[config.mk]
export PLATFORM = sky130hd
export DESIGN_NAME = jtag_reg_bridge
export DESIGN_NICKNAME = d
export VERILOG_FILES = /design/src/rtl/jtag_reg_bridge.sv
export SDC_FILE = /design/constraint.sdc
export NUM_CORES = 1
export LEC_CHECK = 0
export ABC_AREA = 1
export CELL_PAD_IN_SITES_DETAIL_PLACEMENT = 1
export CELL_PAD_IN_SITES_GLOBAL_PLACEMENT = 1
export CORE_ASPECT_RATIO = 0.5
export CORE_MARGIN = 3
export CORE_UTILIZATION = 40
export DETAILED_ROUTE_END_ITERATION = 12
export DONT_BUFFER_PORTS = 1
export GPL_TIMING_DRIVEN = 0
export PLACE_DENSITY_LB_ADDON = 0.1
export SKIP_CTS_REPAIR_TIMING = 1
export SLEW_MARGIN = 20
export SYNTH_ARGS = -nofsm -noshare
export SYNTH_HDL_FRONTEND = slang
export SYNTH_SLANG_ARGS = --single-unit
[constraint.sdc]
create_clock -name jtck -period 4 [get_ports jtck]
set_input_delay 0.8 -clock jtck [delete_from_list [all_inputs] [get_ports jtck]]
set_output_delay 0.8 -clock jtck [all_outputs]
set_load 0.01 [all_outputs]
[src/rtl/jtag_reg_bridge.sv]
// ---------------------------------------------------------------------------
// jtag_reg_bridge
// Turns the ECP5 JTAGG user data registers into a register-bus master.
// Everything runs on the rising edge of jtck.
//   ER1 (command DR, CW bits)  : {data, addr, we}. Update-DR launches one transaction.
//   ER2 (status DR, SW bits)   : {rdata, err_ovr, err_to, busy}. Update-DR clears
//                                sticky errors whose bits are written as 1.
// Ports
//   jtck, jrstn                : JTAG clock, asynchronous active-low reset
//   jtdi, jshift, jupdate      : reclocked TDI, Shift-DR, one-cycle Update-DR pulse
//   jce1, jce2                 : one-cycle Capture-DR pulses for ER1 / ER2
//   jtdo1, jtdo2               : TDO for ER1 / ER2 (0 while the register is not selected)
//   bus_req/we/addr/wdata      : transaction request, held until ack or timeout
//   bus_rdata, bus_ack         : read data and one-cycle completion
//   busy                       : transaction in flight
// ---------------------------------------------------------------------------
module jtag_reg_bridge #(
    parameter int ADDR_W  = 8,
    parameter int DATA_W  = 32,
    parameter int TIMEOUT = 255
) (
    input  logic              jtck,
    input  logic              jrstn,
    input  logic              jtdi,
    input  logic              jshift,
    input  logic              jupdate,
    input  logic              jce1,
    input  logic              jce2,
    output logic              jtdo1,
    output logic              jtdo2,
    output logic              bus_req,
    output logic              bus_we,
    output logic [ADDR_W-1:0] bus_addr,
    output logic [DATA_W-1:0] bus_wdata,
    input  logic [DATA_W-1:0] bus_rdata,
    input  logic              bus_ack,
    output logic              busy
);

    localparam int CW    = 1 + ADDR_W + DATA_W;
    localparam int SW    = DATA_W + 3;
    localparam int CNT_W = $clog2(TIMEOUT + 1);

    typedef enum logic [1:0] {
        SEL_NONE = 2'd0,
        SEL_ER1  = 2'd1,
        SEL_ER2  = 2'd2
    } sel_e;

    typedef enum logic {
        ST_IDLE = 1'b0,
        ST_REQ  = 1'b1
    } state_e;

    sel_e              sel_q,       sel_d;
    state_e            state_q,     state_d;
    logic [CW-1:0]     sr1_q,       sr1_d;
    logic [SW-1:0]     sr2_q,       sr2_d;
    logic [CNT_W-1:0]  cnt_q,       cnt_d;
    logic              req_q,       req_d;
    logic              busy_q,      busy_d;
    logic              we_q,        we_d;
    logic [ADDR_W-1:0] addr_q,      addr_d;
    logic [DATA_W-1:0] wdata_q,     wdata_d;
    logic [DATA_W-1:0] rdata_q,     rdata_d;
    logic              err_to_q,    err_to_d;
    logic              err_ovr_q,   err_ovr_d;
    logic              jshift_dly_q, jshift_dly_d;
    logic              jtdo1_q,     jtdo1_d;
    logic              jtdo2_q,     jtdo2_d;

    logic upd1_s;
    logic upd2_s;
    logic overrun_s;
    logic timeout_s;

    // Next-state logic for selection, shift registers, transaction FSM and status flags
    always_comb begin
        upd1_s    = jupdate && (sel_q == SEL_ER1);
        upd2_s    = jupdate && (sel_q == SEL_ER2);
        overrun_s = upd1_s && (state_q != ST_IDLE);
        timeout_s = (state_q == ST_REQ) && !bus_ack && (cnt_q == CNT_W'(TIMEOUT));

        // Selection: captures pick a register, an update releases it.
        if (jce1) begin
            sel_d = SEL_ER1;
        end else if (jce2) begin
            sel_d = SEL_ER2;
        end else if (jupdate) begin
            sel_d = SEL_NONE;
        end else begin
            sel_d = sel_q;
        end

        // TDI lags jshift by one cycle, so the delayed flag marks the valid-bit window.
        jshift_dly_d = jshift;

        if (jce1) begin
            sr1_d = {wdata_q, addr_q, we_q};
        end else if (jshift_dly_q && (sel_q == SEL_ER1)) begin
            sr1_d = {jtdi, sr1_q[CW-1:1]};
        end else begin
            sr1_d = sr1_q;
        end

        if (jce2) begin
            sr2_d = {rdata_q, err_ovr_q, err_to_q, busy_q};
        end else if (jshift_dly_q && (sel_q == SEL_ER2)) begin
            sr2_d = {jtdi, sr2_q[SW-1:1]};
        end else begin
            sr2_d = sr2_q;
        end

        state_d = state_q;
        cnt_d   = cnt_q;
        req_d   = req_q;
        busy_d  = busy_q;
        we_d    = we_q;
        addr_d  = addr_q;
        wdata_d = wdata_q;
        rdata_d = rdata_q;

        case (state_q)
            ST_IDLE: begin
                // bus_ack while idle is deliberately ignored.
                if (upd1_s) begin
                    state_d = ST_REQ;
                    cnt_d   = {CNT_W{1'b0}};
                    req_d   = 1'b1;
                    busy_d  = 1'b1;
                    we_d    = sr1_q[0];
                    addr_d  = sr1_q[ADDR_W:1];
                    wdata_d = sr1_q[CW-1:ADDR_W+1];
                end else begin
                    state_d = ST_IDLE;
                end
            end
            ST_REQ: begin
                if (bus_ack) begin
                    state_d = ST_IDLE;
                    req_d   = 1'b0;
                    busy_d  = 1'b0;
                    if (!we_q) begin
                        rdata_d = bus_rdata;
                    end else begin
                        rdata_d = rdata_q;
                    end
                end else if (timeout_s) begin
                    state_d = ST_IDLE;
                    req_d   = 1'b0;
                    busy_d  = 1'b0;
                end else begin
                    cnt_d = cnt_q + CNT_W'(1);
                end
            end
            default: begin
                state_d = ST_IDLE;
                req_d   = 1'b0;
                busy_d  = 1'b0;
            end
        endcase

        // Sticky errors: a set event in the same cycle beats a clear request.
        if (timeout_s) begin
            err_to_d = 1'b1;
        end else if (upd2_s && sr2_q[1]) begin
            err_to_d = 1'b0;
        end else begin
            err_to_d = err_to_q;
        end

        if (overrun_s) begin
            err_ovr_d = 1'b1;
        end else if (upd2_s && sr2_q[2]) begin
            err_ovr_d = 1'b0;
        end else begin
            err_ovr_d = err_ovr_q;
        end

        // TDO is registered from next-state values so it tracks sr[0] without lag.
        jtdo1_d = (sel_d == SEL_ER1) && sr1_d[0];
        jtdo2_d = (sel_d == SEL_ER2) && sr2_d[0];
    end

    // State registers with asynchronous reset to the all-zero idle state
    always_ff @(posedge jtck or negedge jrstn) begin
        if (!jrstn) begin
            sel_q        <= SEL_NONE;
            state_q      <= ST_IDLE;
            sr1_q        <= {CW{1'b0}};
            sr2_q        <= {SW{1'b0}};
            cnt_q        <= {CNT_W{1'b0}};
            req_q        <= 1'b0;
            busy_q       <= 1'b0;
            we_q         <= 1'b0;
            addr_q       <= {ADDR_W{1'b0}};
            wdata_q      <= {DATA_W{1'b0}};
            rdata_q      <= {DATA_W{1'b0}};
            err_to_q     <= 1'b0;
            err_ovr_q    <= 1'b0;
            jshift_dly_q <= 1'b0;
            jtdo1_q      <= 1'b0;
            jtdo2_q      <= 1'b0;
        end else begin
            sel_q        <= sel_d;
            state_q      <= state_d;
            sr1_q        <= sr1_d;
            sr2_q        <= sr2_d;
            cnt_q        <= cnt_d;
            req_q        <= req_d;
            busy_q       <= busy_d;
            we_q         <= we_d;
            addr_q       <= addr_d;
            wdata_q      <= wdata_d;
            rdata_q      <= rdata_d;
            err_to_q     <= err_to_d;
            err_ovr_q    <= err_ovr_d;
            jshift_dly_q <= jshift_dly_d;
            jtdo1_q      <= jtdo1_d;
            jtdo2_q      <= jtdo2_d;
        end
    end

    assign jtdo1     = jtdo1_q;
    assign jtdo2     = jtdo2_q;
    assign bus_req   = req_q;
    assign busy      = busy_q;
    assign bus_we    = we_q;
    assign bus_addr  = addr_q;
    assign bus_wdata = wdata_q;

endmodule
==> flow_summary.yaml <==
run_status:
  status: "finished, final reports clean"
die:
  ioPinCount: 85
  coreArea_um2: 16800
  die_area_um2: 19300
  die_x_um: 193
  initial_core_util_pct: 41.9
  die_h_um: 99.7
  std_cell_rows: 33
critical_path:
  crit_chain: "buf_4"
  critical_path.top_delay_family: "flip-flops"
  worstSetupStartpointType: "register"
  crit_slowest_cell: "dfrtp_1"
  end_kind: "output port"
  critPathMaxFanout: 4
  crit_arrival_ns: 1.11
  max_stage_delay_ns: 0.51
  crit_type: "register to output port"
  path_buf_inv: 1
  crit_required_ns: 3.20
global_route:
  grt_use_met2_pct: 31.5
  grtUsageTotal_pct: 19.6
  grt_pass1_vias: 5692
  grt_overflow: 0
  grt_pass1_wl_um: 30500
  grt_busiest_layer: "met2"
  grt_max_degree: 167
  grtUsageMet1_pct: 26.4
  antenna_found_initial: 0
  gr-usage-met3_pct: 5.72
placement:
  dp.cells: 977
  placed_area_um2: 7300
  dpl.hpwl_um: 11800
  gp_congestion: 0.775
  portBuffers: 0
power_and_ir_drop:
  switching_share_pct: 27.3
  irDropWorstVdd_v: 0.000314
  p_int_mw: 3.23
  power_frac_comb_pct: 11.4
  p_clk_share_pct: 40.2
  power_density_nw_per_um2: 561
  total_power_mw: 4.45
  cellLeakagePower_nw: 3.44
  switchingPower_mw: 1.21
  p_seq_share_pct: 48.4
synth:
  synthFlopType: "dfrtp_1"
  ys_top_cells_by_area: "dfrtp_1 (59%), nand3_1 (9.5%), nand2_1 (7.2%)"
  synth.most_common_cell: "dfrtp_1"
  synthSimpleGateAreaFrac_pct: 19.0
  synth_warnings: 0
  synth-seq-cells: 166
  ys_seq_area_share_pct: 59.2
  yosysTopAreaCell: "dfrtp_1"
  synth_top_family_by_area: "simple AND/OR/NAND/NOR gates"
  synth.distinct_cells: 24
  synth_top_area_share_pct: 59.2
  avgSynthCellArea_um2: 9.36
  synth.top_cells.by_count: "dfrtp_1 (166), nand2_1 (134), nand3_1 (133)"
  netlist_area_um2: 7020
  synth_compound_area_share_pct: 11.9
  async_flop_share_pct: 100
  synth-edff-count: 0
  synth_fp_nets: 791
  synth_mux_area_share_pct: 1.77
  synthCells: 750
  yosys.area_share.xor_xnor_pct: 0.374
  synthAdderAreaFrac_pct: 0.178
cts:
  max-clock-path-buffers: 2
  clock_sinks: 166
  tritoncts: "yes"
  cts_root_buf: "clkbuf_16"
  clkTransAtPathRegs_ns: 0.07
  insertion_delay_ns: 0.43
  numCtsBuffers: 17
  cts_max_level: 4
route:
  ant_nets: 0
  drt-total-wl_um: 18000
  wl_per_cell_um: 17.8
  firstDrtPassIters: 4
  vias_per_cell: 5.23
  num_vias: 5276
  drtIter0Drc: 300
  drc: 0
run:
  drv_cap: 0
cells_and_area:
  multi_input_area_um2: 2330
  syn_to_final_growth_pct: 13.0
  final_layout_size_suffix_gt1_share_pct: 8.44
  antenna_cells: 0
  regArea_um2: 4150
  final_cell_count_no_fill: 1009
  final_area_um2: 7930
  fin_nets: 810
  fillers: 1955
sta:
  tns_ns: 0
  skew_ns: 0.00962
  tightest_slew_ns: 0.596
  slew_headroom_pct: 60.2
  finalSetupViolCount: 0
  fin_crit_ns: 1.91
  drv_slew: 0
  rsz0062_at_grt: "false"
  max_freq_mhz: 523
  hold_violations: 0
  period_share_pct: 47.8
hold_path:
  worstHoldPathType: "input port to async pin"
power by group through the flow:
stage	registers (mW)	clock network, mW	logic (mW)
after floorplan	2.13	0	0.395
after global placement	2.17	0	0.489
after detailed placement	2.18	0	0.510
after CTS	2.16	1.82	0.515
after global routing	2.19	1.90	0.583
final	2.15	1.79	0.505
cells in the final DEF (no fill, tap or decap), drive strengths merged, types with 11 or more instances in the layout:
cell type  Yosys  final
dfrtp        166    166
nand2        135    135
nand3        133    133
inv           80     84
o211ai        61     61
o21ai         48     48
clkbuf        23     40
nor2          37     37
buf           26     26
a21oi         22     22
mux2          11     11
state kept, by name, summed over array words and instances (netlist names), 2 cells and up:
signal and count:
sr2_q 35, bus_addr 8, sr1_q 41, cnt_q 8, rdata_q 32, sel_q 2
bus_wdata 32
per-layer routing:
metal  wire [um]  up-vias
met3         800       13
li1            -     2538
met4         138        0
met2        8340       67
met5           0        -
met1        8670     2658
metrics by stage:
stage / hold WS [ns] / utilization (%) / worst slack [ns]
2_1_floorplan: 0.449 / - / 2.37
3_3_place_gp: 0.476 / 43.6 / 2.07
3_5_place_dp: 0.478 / 43.6 / 2.06
4_1_cts: 0.0521 / 47.3 / 2.04
5_1_grt: 0.0425 / 47.3 / 2.05
6_report: 0.0677 / 47.3 / 2.09
final cells by class:
class | instances | area share, %
Inverter | 80 | 3.79
Sequential cell | 166 | 52.4
Tap cell | 227 | 3.58
Multi-Input combinational cell | 455 | 29.4
Clock inverter | 15 | 2.54
Buffer | 49 | 2.95
Clock buffer | 17 | 5.37
logic make-up (layout without fill, tap and decap cells):
logic type | after synthesis | in the layout
adder cells (fa/ha/maj) | 1 | 1
multiplexers | 11 | 11
AO/OA/AOI/OAI | 134 | 134
AND/OR/NAND/NOR | 306 | 306
buffers and inverters | 129 | 161
flip-flops | 166 | 166
XOR/XNOR | 3 | 3
worst paths after layout:
path                                             from                        end  slack [ns]  cells after the start
max in group asynchronous                       jrstn  bus_wdata[17]$_DFFE_PN0P_        3.49                      0
worst max-delay path                 busy$_DFFE_PN0P_                       busy        2.09                      1
min in group jtck                              jshift     jshift_dly_q$_DFF_PN0_        0.40                      0
worst min-delay path                            jrstn    rdata_q[20]$_DFFE_PN0P_        0.07                      0
worst max register to register   cnt_q[0]$_DFFE_PN0P_       cnt_q[7]$_DFFE_PN0P_        2.34                      6
worst min register to register  err_ovr_q$_DFFE_PN0P_      err_ovr_q$_DFFE_PN0P_        0.49                      1
(Power assumes the default switching activity.)
